$ cat src/rtl/ram_arb_pkg.sv
// rtl/ram_arb_pkg.sv - shared types and constants for the RAM arbiter
package ram_arb_pkg;

    localparam int NumReq = 2;

    typedef enum logic {
        ST_INIT = 1'b0,
        ST_RUN  = 1'b1
    } state_e;

    // Identifies which requester a read in flight belongs to
    typedef struct packed {
        logic valid;
        logic id;
    } owner_tag_t;

endpackage

$ cat src/rtl/rr_arb2.sv
// rtl/rr_arb2.sv - two-way round-robin grant logic with priority pointer
module rr_arb2
    import ram_arb_pkg::*;
(
    input  logic              i_clk,
    input  logic              i_rst_n,
    input  logic              i_en,
    input  logic [NumReq-1:0] i_req,
    output logic [NumReq-1:0] o_gnt
);

    logic              r_ptr;
    logic [NumReq-1:0] w_gnt;

    // A lone requester wins outright; under contention the pointer picks
    always_comb begin
        w_gnt = '0;
        if (i_en) begin
            case (i_req)
                2'b01:   w_gnt = 2'b01;
                2'b10:   w_gnt = 2'b10;
                2'b11:   w_gnt = r_ptr ? 2'b10 : 2'b01;
                default: w_gnt = '0;
            endcase
        end
    end

    assign o_gnt = w_gnt;

    // Priority passes to the requester that was not granted
    always_ff @(posedge i_clk or negedge i_rst_n) begin
        if (!i_rst_n) begin
            r_ptr <= 1'b0;
        end else if (w_gnt[0]) begin
            r_ptr <= 1'b1;
        end else if (w_gnt[1]) begin
            r_ptr <= 1'b0;
        end
    end

endmodule

$ cat src/rtl/ram_arbiter.sv
// rtl/ram_arbiter.sv - clear sweep, two-requester arbitration and read routing for one RAM port
module ram_arbiter
    import ram_arb_pkg::*;
#(
    parameter int AddrWidth    = 10,
    parameter int DataWidth    = 8,
    parameter int RdLatency    = 1,
    parameter int ClearOnReset = 1
) (
    input  logic                        clk_i,
    input  logic                        rst_i,
    input  logic [NumReq-1:0]           req_i,
    input  logic [NumReq-1:0]           we_i,
    input  logic [NumReq*AddrWidth-1:0] addr_i,
    input  logic [NumReq*DataWidth-1:0] wdata_i,
    output logic [NumReq-1:0]           gnt_o,
    output logic [NumReq-1:0]           rvalid_o,
    output logic [DataWidth-1:0]        rdata_o,
    output logic                        init_done_o,
    output logic                        ram_en_o,
    output logic                        ram_we_o,
    output logic [AddrWidth-1:0]        ram_addr_o,
    output logic [DataWidth-1:0]        ram_wdata_o,
    input  logic [DataWidth-1:0]        ram_rdata_i
);

    localparam state_e ResetState = (ClearOnReset != 0) ? ST_INIT : ST_RUN;
    localparam int     TagDepth   = RdLatency + 1;

    state_e                r_state;
    state_e                w_state_next;
    logic [AddrWidth-1:0]  r_cnt;
    logic                  r_init_done;
    logic                  r_ram_en;
    logic                  r_ram_we;
    logic [AddrWidth-1:0]  r_ram_addr;
    logic [DataWidth-1:0]  r_ram_wdata;
    owner_tag_t            r_tag [TagDepth];

    logic [NumReq-1:0]     w_gnt;
    logic                  w_run;
    logic                  w_any;
    logic                  w_sel;
    logic                  w_sel_we;
    logic [AddrWidth-1:0]  w_sel_addr;
    logic [DataWidth-1:0]  w_sel_wdata;
    logic                  w_cmd_en;
    logic                  w_cmd_we;
    logic [AddrWidth-1:0]  w_cmd_addr;
    logic [DataWidth-1:0]  w_cmd_wdata;
    owner_tag_t            w_last;

    // Grants are held off during reset as well as during the sweep
    assign w_run = (r_state == ST_RUN) && rst_i;

    rr_arb2 u_rr_arb2 (
        .i_clk   (clk_i),
        .i_rst_n (rst_i),
        .i_en    (w_run),
        .i_req   (req_i),
        .o_gnt   (w_gnt)
    );

    assign gnt_o       = w_gnt;
    assign w_any       = |w_gnt;
    assign w_sel       = w_gnt[1];
    assign w_sel_we    = w_sel ? we_i[1] : we_i[0];
    assign w_sel_addr  = w_sel ? addr_i[2*AddrWidth-1:AddrWidth] : addr_i[AddrWidth-1:0];
    assign w_sel_wdata = w_sel ? wdata_i[2*DataWidth-1:DataWidth] : wdata_i[DataWidth-1:0];

    // State register
    always_ff @(posedge clk_i or negedge rst_i) begin
        if (!rst_i) begin
            r_state <= ResetState;
        end else begin
            r_state <= w_state_next;
        end
    end

    // Leave the sweep once the last address has been issued
    always_comb begin
        w_state_next = r_state;
        if ((r_state == ST_INIT) && (r_cnt == {AddrWidth{1'b1}})) begin
            w_state_next = ST_RUN;
        end
    end

    // Next RAM command: sweep write in ST_INIT, granted access in ST_RUN
    always_comb begin
        w_cmd_en    = 1'b0;
        w_cmd_we    = 1'b0;
        w_cmd_addr  = r_ram_addr;
        w_cmd_wdata = r_ram_wdata;
        case (r_state)
            ST_INIT: begin
                w_cmd_en    = 1'b1;
                w_cmd_we    = 1'b1;
                w_cmd_addr  = r_cnt;
                w_cmd_wdata = '0;
            end
            ST_RUN: begin
                if (w_any) begin
                    w_cmd_en    = 1'b1;
                    w_cmd_we    = w_sel_we;
                    w_cmd_addr  = w_sel_addr;
                    w_cmd_wdata = w_sel_wdata;
                end
            end
            default: ;
        endcase
    end

    // Sweep address counter and sticky init-done flag
    always_ff @(posedge clk_i or negedge rst_i) begin
        if (!rst_i) begin
            r_cnt       <= '0;
            r_init_done <= 1'b0;
        end else begin
            if (r_state == ST_INIT) begin
                r_cnt <= r_cnt + {{(AddrWidth-1){1'b0}}, 1'b1};
            end
            r_init_done <= (r_state == ST_RUN);
        end
    end

    // Command register toward the RAM; address and data hold when idle
    always_ff @(posedge clk_i or negedge rst_i) begin
        if (!rst_i) begin
            r_ram_en    <= 1'b0;
            r_ram_we    <= 1'b0;
            r_ram_addr  <= '0;
            r_ram_wdata <= '0;
        end else begin
            r_ram_en <= w_cmd_en;
            r_ram_we <= w_cmd_we;
            if (w_cmd_en) begin
                r_ram_addr  <= w_cmd_addr;
                r_ram_wdata <= w_cmd_wdata;
            end
        end
    end

    // Owner tags travel alongside the read until the RAM returns its data
    always_ff @(posedge clk_i or negedge rst_i) begin
        if (!rst_i) begin
            for (int i = 0; i < TagDepth; i++) begin
                r_tag[i] <= '0;
            end
        end else begin
            r_tag[0] <= '{valid: w_any && !w_sel_we, id: w_sel};
            for (int i = 1; i < TagDepth; i++) begin
                r_tag[i] <= r_tag[i-1];
            end
        end
    end

    assign w_last      = r_tag[TagDepth-1];
    assign rvalid_o    = {w_last.valid && w_last.id, w_last.valid && !w_last.id};
    assign rdata_o     = w_last.valid ? ram_rdata_i : '0;
    assign init_done_o = r_init_done;
    assign ram_en_o    = r_ram_en;
    assign ram_we_o    = r_ram_we;
    assign ram_addr_o  = r_ram_addr;
    assign ram_wdata_o = r_ram_wdata;

endmodule

$ cat config.mk
export PLATFORM = sky130hd
export DESIGN_NAME = ram_arbiter
export DESIGN_NICKNAME = d
export VERILOG_FILES = /design/src/rtl/ram_arb_pkg.sv /design/src/rtl/rr_arb2.sv /design/src/rtl/ram_arbiter.sv
export SDC_FILE = /design/constraint.sdc
export NUM_CORES = 1
export LEC_CHECK = 0
export BUFFER_PORTS_ARGS = -buffer_cell sky130_fd_sc_hd__buf_2
export CELL_PAD_IN_SITES_DETAIL_PLACEMENT = 0
export CELL_PAD_IN_SITES_GLOBAL_PLACEMENT = 1
export CORE_ASPECT_RATIO = 1.5
export CORE_MARGIN = 1
export CORE_UTILIZATION = 35
export DETAILED_ROUTE_END_ITERATION = 7
export GPL_TIMING_DRIVEN = 0
export PLACE_DENSITY_LB_ADDON = 0.1
export SLEW_MARGIN = 20
export SYNTH_ARGS = -nofsm -noshare
export SYNTH_HDL_FRONTEND = slang
export SYNTH_SLANG_ARGS = --single-unit
$ cat constraint.sdc
create_clock -name clk_i -period 4.02 [get_ports clk_i]
set_input_delay 0.804 -clock clk_i [delete_from_list [all_inputs] [get_ports clk_i]]
set_output_delay 0.804 -clock clk_i [all_outputs]
set_load 0.05 [all_outputs]
### Word level (Yosys, flattened, before mapping)

Cells that the tools add are included.

* $add $sub $neg: 1
* reduce and logical (&&, ||, !) cells: 10
* bitwise gates (word level): 1
* equal/unequal tests: 5
* muxes and demuxes: 17

Operator list (number)
* $mux W8: 3
* $mux W10: 2
* $pmux W10 S2: 1
* $pmux W8 S2: 1
* $add A10 B1 Y10 const B: 1
* $eq A10 B10 Y1 const B: 1
* $pmux W2 S3: 1
* $logic_and A1 B1 Y1: 5
* $mux W1: 5
* $eq A2 B2 Y1 const B: 2
* $mux W2: 2
* $pmux W1 S2: 2
* $eq A2 B1 Y1 const B: 1
* $logic_not A1 Y1: 2
* $ne A2 B1 Y1 const B: 1
* $reduce_and A2 Y1: 1
* $reduce_bool A2 Y1: 1
* $reduce_or A2 Y1: 1
* $not A1 Y1: 1

* logic and storage cells: 46
* output and inout port bits: 33
* bits in registers: 37
* bits of input ports: 50

### Depth between registers and ports, before layout

Gate-level depths: netlist (run 1).

* depth after elaboration: 7
* depth in mapped cells: 6
* mapped depth without buffers: 5

### Hierarchy

Synthesis (run 1) repeated with hierarchy kept, for this count alone.

* cells, all modules: 170
* area total of the unflattened synthesis: 1888.1 um^2

Modules (own cells, without submodules)
* ram_arbiter: cells each 162, area each 1826.8 um^2, instances 1
* rr_arb2: cells each 8, area each 61.3 um^2, instances 1

### Worst setup path after synthesis (run 1)

Ideal clock, no wire load.

* kind: in2out
* start: in rst_i
* end: out gnt_o[0]
* buffers on the path: 1
* arrival: 1.386 ns
* data required time: 3.216 ns
* stages: 3
* path slack: 1.830 ns
* cells stage by stage: and2_4 > and3_1 > buf_2

* longest elaborated chain between the ends: 2

RTL lines
* from (decl): RTL line ram_arbiter.sv:11 `input logic rst_i,`
* $logic_and A1 B1 Y1: RTL line ram_arbiter.sv:54 `assign w_run = (r_state == ST_RUN) && rst_i;`
* $mux W2: RTL line rr_arb2.sv:18 `if (i_en) begin`
* to (decl): RTL line ram_arbiter.sv:16 `output logic [NumReq-1:0] gnt_o,`

Every way passes these cells.

### Worst setup path in the final report (run 1)

Ends and elaborated chain as after synthesis.

==> results of run 1 <==
placed cells by master, fill, tap and decap left out, drive strengths merged, types with 3 or more instances in the layout:
cell type / Yosys / routed
nand3: 3 / 3
o21ai: 13 / 13
a22oi: 8 / 8
xor2: 3 / 3
xnor2: 6 / 6
buf: 6 / 88
dfrtp: 37 / 37
nor2b: 8 / 8
and2: 11 / 11
nand2: 19 / 19
mux2i: 10 / 10
and2b: 3 / 3
a21oi: 13 / 13
nor2: 3 / 3
clkbuf: 2 / 9
per-layer routing:
layer / track usage [%] / vias to the layer above / routed length, um
met2: 30.0 / 51 / 2060
met5: 0 / - / 0
li1: - / 728 / -
met3: 4.14 / 6 / 224
met1: 17.9 / 665 / 1630
met4: 5.84 / 0 / 62
area by class of cell:
| cell class | count | area, um2 |
|---|---|---|
| multi-input cells | 114 | 736 |
| clock buffers | 7 | 86.3 |
| repair buffers | 82 | 410 |
| fillers | 489 | 2460 |
| plain buffers | 8 | 58.8 |
| well taps | 66 | 82.6 |
| flip-flops and latches | 37 | 926 |
| inverters | 2 | 7.51 |
worst paths after layout:
check	end	cells after the start	startpoint	slack, ns
hold reg to reg	r_tag[0]	0	r_tag[2]	0.35
min in group asynchronous	r_cnt[0]	1	rst_i	0.63
hold / removal	r_tag[0]	0	r_tag[2]	0.35
max in group asynchronous	ram_we_o	1	rst_i	2.87
setup reg to reg	ram_addr_o[1]	5	r_state	2.51
setup / recovery	gnt_o[0]	5	rst_i	0.80
state kept, by name, summed over array words and instances, names as in the netlist:
register,count
ram_wdata_o,8
init_done_o,1
ram_addr_o,10
ram_we_o,1
r_cnt,10
r_tag,4
ram_en_o,1
u_rr_arb2.r_ptr,1
r_state,1
where the power goes:
group	internal, mW	switching, mW
combinational	0.0236	0.0208
clock	0.136	0.121
sequential	0.372	0
total	0.532	0.142
critical path, cell delays in order:
cell and delay (ns):
buf_2 0.64, and2_4 0.32, and3_1 0.16, buf_2 0.19
buf_2 0.29
kinds of logic (layout without fill, tap and decap cells):
group           after synthesis  count (layout)  synth area share (%)
fa+ha+maj                     1               1                 0.724
buf+inv                      10              99                  3.84
xor+xnor                      9               9                  4.56
flops                        37              37                  53.6
compound gates               38              38                  13.0
simple gates                 54              54                  17.0
mux                          12              12                  7.31
==> metrics.md, run 1 <==
| Metric | Value |
|---|---|
| Status | `complete, no violations` |
| DRC viols | `0` |
| Power per cell area | `292 nW/um2` |
| Final net count | `301` |
| Largest net degree at the start of global routing | `40` |
| First-pass GRT wire length | `6310 um` |
| Synth top cells by count | `dfrtp_1, nand2_1, a21oi_1` |
| Worst vdd rail ir drop | `0.215 mV` |
| Final count of hold timing violations | `0` |
| Post-synthesis async set-or-reset flop share | `100%` |
| Hold Path Class | `reg -> reg` |
| Mapped Cells | `161` |
| Core ar. | `4770 um2` |
| DP HPWL | `2970 um` |
| Cell variety after synth | `35` |
| Period utilisation layout | `80.1%` |
| Most common cell in the netlist | `dfrtp_1` |
| # IOs | `83` |
| DRT antenna net count | `0` |
| WL final | `3980 um` |
| Post-synth EDFFs | `0` |
| Total power | `674 uW` |
| Placed Instances | `309` |
| Drt pass-1 iters | `4` |
| Final setup viols | `0` |
| CTS root buf | `clkbuf_8` |
| Tot GR Track Use | `16.4%` |
| Clk slew on worst S/H paths | `0.06 ns` |
| Critical path fanouts, max | `39` |
| Vias in the first global route | `1,317` |
| Util after Layout | `48.4%` |
| Final hold slack | `0.355 ns` |
| Syn_nets | `212` |
| Iteration-0 DRC Markers | `49` |
| Final TNS setup | `0 ns` |
| Final instance area | `2310 um2` |
| Grt ovf | `0` |
| CP endpoint kind | `output pin` |
| CTS sink cnt | `37` |
| CP arrival | `2.41 ns` |
| Data required time of the worst path | `3.22 ns` |
| Yosys reg bits | `37` |
| Mapped Area | `1730 um2` |
| Starting Density | `36.2%` |
| Register area share after synthesis | `53.6%` |
| Antenna diodes | `0` |
| # Post-CTS Setup Buffers | `0` |
| Drt wl/cell | `12.6 um` |
| GPL Wtd Cong | `0.744` |
| Slew @ Worst Pin | `0.845 ns` |
| Layout Cells excl Fill | `316` |
| Max frequency | `0.311 GHz` |
| Dpl ws | `0.725 ns` |
| Vias | `1,450` |
| Chip height | `88.1 um` |
| Die area | `5230 um2` |
| Synth area leaders | `dfrtp_1, mux2i_1, nand2_1, a21oi_1, and2_1` |
| Clk Latency, worst-skew pair | `0.28 ns` |
| Crit path time final | `3.22 ns` |
| Area leader, netlist | `dfrtp_1` |
| Antenna violations before repair | `0` |
| CTS Hold Bufs | `0` |
| # rows | `31` |
| Clock Path Buffers | `2` |
| Unrepaired setup endpoints after global routing | `no` |
| Final Skew | `0.00511 ns` |
| Leakage power | `1.29 nW` |
| Yosys top cell area share | `53.6%` |
| Post-CTS sizing | `0` |
| WS Path Type | `in -> out` |
| Chip width | `59.4 um` |
| Avg Cell Area, Syn | `10.7 um2` |
| Share of layout cells above drive strength 1 | `39.6%` |
| Vias per Instance | `4.59` |
| H-tree depth | `2` |
| Slew Viols, Final | `0` |
| Max cap viols | `0` |
| Cts bufs inserted | `5` |
| Slew margin rel. | `43.7%` |
| Dominant synthesized flop cell | `dfrtp_1` |
| CTS tree | `built` |
| Port bufs | `82` |
| Final worst slack | `0.801 ns` |
| YS warnings | `0` |
| Area growth, synth to finish | `33.5%` |
| Crit path launch type | `input pin` |
| Cell Area, Placed | `2220 um2` |
Note: power is estimated with default switching activity, not from simulation.
==> inputs of run 2 (changes only) <==
Settings changed: ABC_AREA set to 1, CORE_UTILIZATION 35 to 30.
Clock period 4.02 ns to 2.7 ns, I/O delays scaled along.
==> run 2 against run 1 <==
Effect of this change: first-iteration DRC count increased by 51%; core utilization decreased by 7.3 points; area after synthesis up 11%; setup slack got worse by 0.49 ns; sequential share of layout area is 3.4 points lower; routed wire length is 25% higher; global-route usage down 0.43 points; combinational power rose by 31%; highest routed layer unchanged.
==> metrics.md, run 2 <==
| Metric | Value |
|---|---|
| Syn_nets | `291 (+37%)` |
| Vias in the first global route | `1,688 (+28%)` |
| CP arrival | `1.85 ns (-0.56 ns)` |
| Max frequency | `0.419 GHz` |
| Share of layout cells above drive strength 1 | `33.6% (-6.0 points)` |
| Clk Latency, worst-skew pair | `0.29 ns (about the same)` |
| WL final | `4960 um (+25%)` |
| Total power | `1.04 mW (+55%)` |
| CP endpoint kind | `output pin` |
| Largest net degree at the start of global routing | `41 (+2.5%)` |
| Yosys reg bits | `37 (unchanged)` |
| Final hold slack | `0.233 ns (-0.121 ns)` |
| Period utilisation layout | `88.5%` |
| Power per cell area | `414 nW/um2 (+42%)` |
| Post-synth EDFFs | `0 (unchanged)` |
| Cts bufs inserted | `5 (unchanged)` |
| Most frequent cells in the layout | `nand2_1, buf_2, nand3_1` |
| Crit path launch type | `input pin` |
| DP HPWL | `3680 um (+24%)` |
| Crit path to | `gnt_o[1]` |
| Critical path fanouts, max | `40 (+2.6%)` |
| Final net count | `380 (+26%)` |
| # rows | `35 (+13%)` |
| Fill count | `673 (+38%)` |
| Met2 WL | `2470 um (+20%)` |
| Drt wl/cell | `12.3 um (-2.5%)` |
| Psw | `226 uW (+60%)` |
| Worst R2R Start | `r_state` |
| Yosys top cell area share | `48.4% (-5.2 points)` |
| FF+latch area | `926 um2 (unchanged)` |
| Tot GR Track Use | `16.0% (-0.43 points)` |
| Most common cell in the netlist | `nand2_1` |
| Logic pwr share | `5.6% (-1.0 points)` |
| Synth top cells by count | `nand2_1, nand3_1, dfrtp_1` |
| Worst Reg-to-Reg Cells | `7 (+2)` |
| Chip height | `99.8 um (+13%)` |
| Max cap viols | `0 (unchanged)` |
| Starting Density | `31.2% (-5.0 points)` |
| Worst Setup SP | `rst_i` |
| Area growth, synth to finish | `31.7%` |
| First-pass GRT wire length | `7940 um (+26%)` |
| Slew Viols, Final | `0 (unchanged)` |
| Iteration-0 DRC Markers | `74 (+51%)` |
| Final Skew | `0.00330 ns (-0.00181 ns)` |
| Reg2reg end | `ram_addr_o[0]` |
| CTS sink cnt | `37 (unchanged)` |
| Mapped Area | `1910 um2 (+11%)` |
| Vias per Instance | `4.47 (-2.5%)` |
| Internal | `815 uW (+53%)` |
| Hold Path Class | `in -> async` |
| Avg Cell Area, Syn | `7.97 um2 (-26%)` |
| Layout Cells excl Fill | `404 (+28%)` |
| Final setup viols | `0 (unchanged)` |
| Cell variety after synth | `25 (-29%)` |
| Grt ovf | `0 (unchanged)` |
| Final instance area | `2520 um2 (+9.2%)` |
| Met1 WL | `2130 um (+31%)` |
| Switching fraction of total power | `21.7% (+0.67 points)` |
| Antenna violations before repair | `0 (unchanged)` |
| Port bufs | `82 (unchanged)` |
| DRT antenna net count | `0 (unchanged)` |
| Post-synthesis async set-or-reset flop share | `100% (unchanged)` |
| Data required time of the worst path | `2.16 ns (-1.06 ns)` |
| Clock Path Buffers | `2 (unchanged)` |
| CTS root buf | `clkbuf_8` |
| H-tree depth | `2 (unchanged)` |
| # Post-CTS Setup Buffers | `0 (unchanged)` |
| Slew @ Worst Pin | `0.534 ns (-0.311 ns)` |
| DRC viols | `0 (unchanged)` |
| DR top layer | `met4` |
| Dominant synthesized flop cell | `dfrtp_1` |
| Drt pass-1 iters | `6 (+2)` |
| Status | `complete, no violations` |
| Area leader, netlist | `dfrtp_1` |
| Antenna diodes | `0 (unchanged)` |
| Seq pwr share | `53.2% (-2.1 points)` |
| Vias | `1,807 (+25%)` |
| Final count of hold timing violations | `0 (unchanged)` |
| Worst vdd rail ir drop | `0.267 mV (+24%)` |
| Unrepaired setup endpoints after global routing | `no` |
| Synth area leaders | `dfrtp_1, nand2_1, nand3_1, inv_1, nand3b_1` |
| Core ar. | `6130 um2 (+29%)` |
| Clk slew on worst S/H paths | `0.07 ns (about the same)` |
| CTS tree | `built` |
| Chip width | `67.2 um (+13%)` |
| Leakage power | `1.50 nW (+17%)` |
| Crit path time final | `2.39 ns` |
| Area of the multi-input gates | `778 um2 (+5.8%)` |
| R2R setup slack | `1.32 ns (-1.19 ns)` |
| # IOs | `83 (unchanged)` |
| Util after Layout | `41.1% (-7.3 points)` |
| Met3 wire len | `285 um (+27%)` |
| WS Path Type | `in -> out` |
| Clock network power share | `41.2% (+3.1 points)` |
| Slew margin rel. | `64.4% (+21 points)` |
| YS warnings | `0 (unchanged)` |
| Die area | `6700 um2 (+28%)` |
| Mapped Cells | `240 (+49%)` |
| Cell Area, Placed | `2410 um2 (+8.7%)` |
| Placed Instances | `396 (+28%)` |
| Register area share after synthesis | `48.4% (-5.2 points)` |
| GPL Wtd Cong | `0.743 (about the same)` |
==> run 2: cell types whose count changed in the layout (fill, tap and decap cells not counted), moves of 5 or more <==
cell      previous run  this run
a21oi_1             13         1
a22oi_1              8         0
and2_1              10         0
inv_1                2        34
mux2i_1             10         0
nand2_1             19        82
nand2_2              0         5
nand3_1              3        39
nand3b_1             1         9
nor2b_1              8         0
o21ai_0              9         2
==> run 2: power by group through the flow <==
stage               clock, mW  combinational, mW  sequential [mW]
floorplan                   0             0.0101            0.565
CTS                     0.439             0.0600            0.554
finish                  0.430             0.0582            0.554
detailed placement          0             0.0591            0.565
global route            0.463             0.0668            0.554
global placement            0             0.0589            0.565
==> run 2: how the worst min path moves through the flow <==
stage / from / to / slack [ns]
after global placement: r_tag[3] / r_tag[1] / 0.34
final: rst_i / ram_addr_o[1] / 0.23
after global routing: rst_i / r_tag[3] / 0.28
after detailed placement: r_tag[3] / r_tag[1] / 0.34
after CTS: rst_i / r_cnt[2] / 0.25
after floorplan: rst_i / init_done_o / 0.24
==> run 2: layer usage <==
| metal | vias up | track usage (%) |
|---|---|---|
| li1 | 918 | - |
| met1 | 826 | 18.7 |
| met2 | 58 | 28.2 |
| met3 | 5 | 3.41 |
| met4 | 0 | 5.40 |
| met5 | - | 0 |
==> run 2: final cells by class <==
| type | count | share of cell area (%) |
|---|---|---|
| well taps | 74 | 3.68 |
| flip-flops and latches | 37 | 36.8 |
| clock inverters | 1 | 0.199 |
| plain buffers | 9 | 3.03 |
| multi-input cells | 159 | 30.9 |
| inverters | 35 | 5.22 |
| repair buffers | 82 | 16.4 |
| clock buffers | 7 | 3.83 |
==> run 2: through the flow <==
step | setup TNS, ns | setup WS, ns
2_1_floorplan | 0 | 0.895
3_3_place_gp | -0.0786 | -0.0786
3_5_place_dp | -0.0630 | -0.0630
4_1_cts | 0 | 0.253
5_1_grt | 0 | 0.122
6_report | 0 | 0.312
==> run 2: timing repair <==
item	in CTS	in global routing
hold buffers	0	0
setup endpoints to repair	1	0
gates resized for setup	1	0
==> run 2: cells by family after synthesis <==
group,after synthesis,share of synthesized area [%]
and+or+nand+nor,150,37.0
xor gates and xnor gates,5,2.29
AOI/OAI and AO/OA,3,0.785
DFF,37,48.4
adders and majority gates,1,0.654
buffers and inverters,44,10.9
==> run 2: critical path, stage by stage <==
cell     delay, ns
buf_4         0.43
nand2_2       0.11
nor2_2        0.13
nand2_2       0.07
inv_1         0.09
buf_4         0.18
buf_2         0.28
==> inputs of run 3 (changes only) <==
Settings changed: CORE_UTILIZATION 30 to 36.
Clock period 2.7 ns to 2.85 ns, I/O delays scaled along.
==> run 3 against run 2 <==
Effect of this change: final area is 1.1% higher; critical path type unchanged; via count is 1.7% lower; sequential power is 5.4% lower; cell count is 1.5% lower.
==> metrics.md, run 3 (same netlist as run 2, synthesis figures left out) <==
| Metric | Value |
|---|---|
| CTS tree | `built` |
| Die area | `5610 um2 (-16%)` |
| DRT antenna net count | `0 (unchanged)` |
| Tot GR Track Use | `18.5% (+2.5 points)` |
| Vias in the first global route | `1,603 (-5.0%)` |
| DP HPWL | `3510 um (-4.5%)` |
| Worst vdd rail ir drop | `0.246 mV (-8.1%)` |
| Data required time of the worst path | `2.28 ns (+0.12 ns)` |
| Grt ovf | `0 (unchanged)` |
| Leakage power | `1.51 nW (+0.95%)` |
| Vias per Instance | `4.46 (-0.18%)` |
| Final hold slack | `0.293 ns (+0.0594 ns)` |
| Layout Cells excl Fill | `398 (-1.5%)` |
| Most frequent cells in the layout | `nand2_1, buf_2, nand3_1` |
| # Post-CTS Setup Buffers | `0 (unchanged)` |
| Final TNS setup | `0 ns (unchanged)` |
| Starting Density | `37.3% (+6.1 points)` |
| Power per cell area | `446 nW/um2 (+7.8%)` |
| Drt wl/cell | `12.0 um (-2.0%)` |
| Drt pass-1 iters | `4 (-2)` |
| Clk slew on worst S/H paths | `0.08 ns (about the same)` |
| Crit path time final | `2.48 ns` |
| Area of the multi-input gates | `778 um2 (unchanged)` |
| Area growth, synth to finish | `33.2%` |
| Port bufs | `82 (unchanged)` |
| Final net count | `380 (unchanged)` |
| Final worst slack | `0.369 ns (+0.0570 ns)` |
| Worst Reg-to-Reg Cells | `8 (+1)` |
| Clock Path Buffers | `2 (unchanged)` |
| WL final | `4790 um (-3.4%)` |
| R2R setup slack | `1.48 ns (+0.16 ns)` |
| Total power | `1.14 mW (+9.0%)` |
| FF+latch area | `926 um2 (unchanged)` |
| Critical path fanouts, max | `40 (unchanged)` |
| Clk Latency, worst-skew pair | `0.29 ns (about the same)` |
| Util after Layout | `49.7% (+8.6 points)` |
| Core ar. | `5120 um2 (-16%)` |
| Final count of hold timing violations | `0 (unchanged)` |
| Cell Area, Placed | `2410 um2 (-0.31%)` |
| Slew margin rel. | `61.6% (-2.8 points)` |
| CTS sink cnt | `37 (unchanged)` |
| WS Path Type | `in -> out` |
| Share of layout cells above drive strength 1 | `33.6% (unchanged)` |
| Largest net degree at the start of global routing | `41 (unchanged)` |
| Final setup viols | `0 (unchanged)` |
| Max frequency | `0.403 GHz` |
| CP endpoint kind | `output pin` |
| # rows | `32 (-8.6%)` |
| # IOs | `83 (unchanged)` |
| Slew Viols, Final | `0 (unchanged)` |
| Reg2reg end | `r_cnt[9]` |
| Fill count | `576 (-14%)` |
| GPL Wtd Cong | `0.786 (+5.7%)` |
| Antenna violations before repair | `0 (unchanged)` |
| Final instance area | `2550 um2 (+1.1%)` |
| Status | `complete, no violations` |
| Vias | `1,777 (-1.7%)` |
| DRC viols | `0 (unchanged)` |
| CTS root buf | `clkbuf_8` |
| First-pass GRT wire length | `7530 um (-5.1%)` |
| Chip height | `91.3 um (-8.5%)` |
| Chip width | `61.5 um (-8.5%)` |
| CP arrival | `1.91 ns (+0.06 ns)` |
| Period utilisation layout | `87.1%` |
| Worst R2R Start | `r_state` |
| H-tree depth | `2 (unchanged)` |
| Crit path launch type | `input pin` |
| Iteration-0 DRC Markers | `35 (-53%)` |
| Cts bufs inserted | `5 (unchanged)` |
| Max cap viols | `0 (unchanged)` |
| Antenna diodes | `0 (unchanged)` |
| Hold Path Class | `in -> async` |
| Placed Instances | `390 (-1.5%)` |
| Final Skew | `0.00948 ns (+0.00618 ns)` |
| Dpl ws | `0.0705 ns (+0.134 ns)` |
| Unrepaired setup endpoints after global routing | `no` |
| Slew @ Worst Pin | `0.576 ns (+0.0420 ns)` |
## run 3: cell types whose count changed in the layout (fill, tap and decap cells not counted), sizes merged
cell	delta
clkbuf	-1
bufinv	+2
inv	+1
buf	-1
clkinv	-1
## run 3: what timing repair did
| item | CTS | global route |
|---|---|---|
| endpoints found under the setup margin | 0 | 1 |
| gates resized for setup | 0 | 1 |
| hold buffers | 0 | 0 |
## run 3: per-layer routing
| metal | vias up | GRT usage (%) | routed length [um] |
|---|---|---|---|
| met5 | - | 0 | 0 |
| met4 | 0 | 6.67 | 74 |
| met3 | 6 | 3.99 | 300 |
| met2 | 58 | 33.2 | 2530 |
| met1 | 797 | 20.3 | 1890 |
| li1 | 916 | - | - |
## run 3: worst max-delay path by stage
stage / from / endpoint / depth (start not counted) / slack, ns
4_1_cts: rst_i / gnt_o[1] / 7 / 0.07
2_1_floorplan: r_tag[1] / rvalid_o[0] / 3 / 1.02
3_5_place_dp: rst_i / gnt_o[1] / 7 / 0.07
6_report: rst_i / gnt_o[1] / 7 / 0.37
3_3_place_gp: rst_i / gnt_o[1] / 7 / 0.04
5_1_grt: rst_i / gnt_o[1] / 7 / 0.17
## run 3: power by group
part / total (mW) / internal [mW] / switching [mW]
registers: 0.524 / 0.524 / 0
clock network: 0.557 / 0.352 / 0.204
logic: 0.0545 / 0.0289 / 0.0256
total: 1.14 / 0.906 / 0.230
## run 3: final cells by class
cell class	instances	area share (%)
flip-flops and latches	37	36.3
clock buffers	5	2.70
clock inverters	3	2.70
plain buffers	9	3.00
inverters	35	5.16
well taps	68	3.34
repair buffers	82	16.2
multi-input cells	159	30.6
## run 3: worst max-delay path, stage by stage
cell,delay [ns]
clkbuf_4,0.48
nand2_2,0.11
nor2_2,0.14
nand2_2,0.07
inv_1,0.07
buf_4,0.17
buf_2,0.28
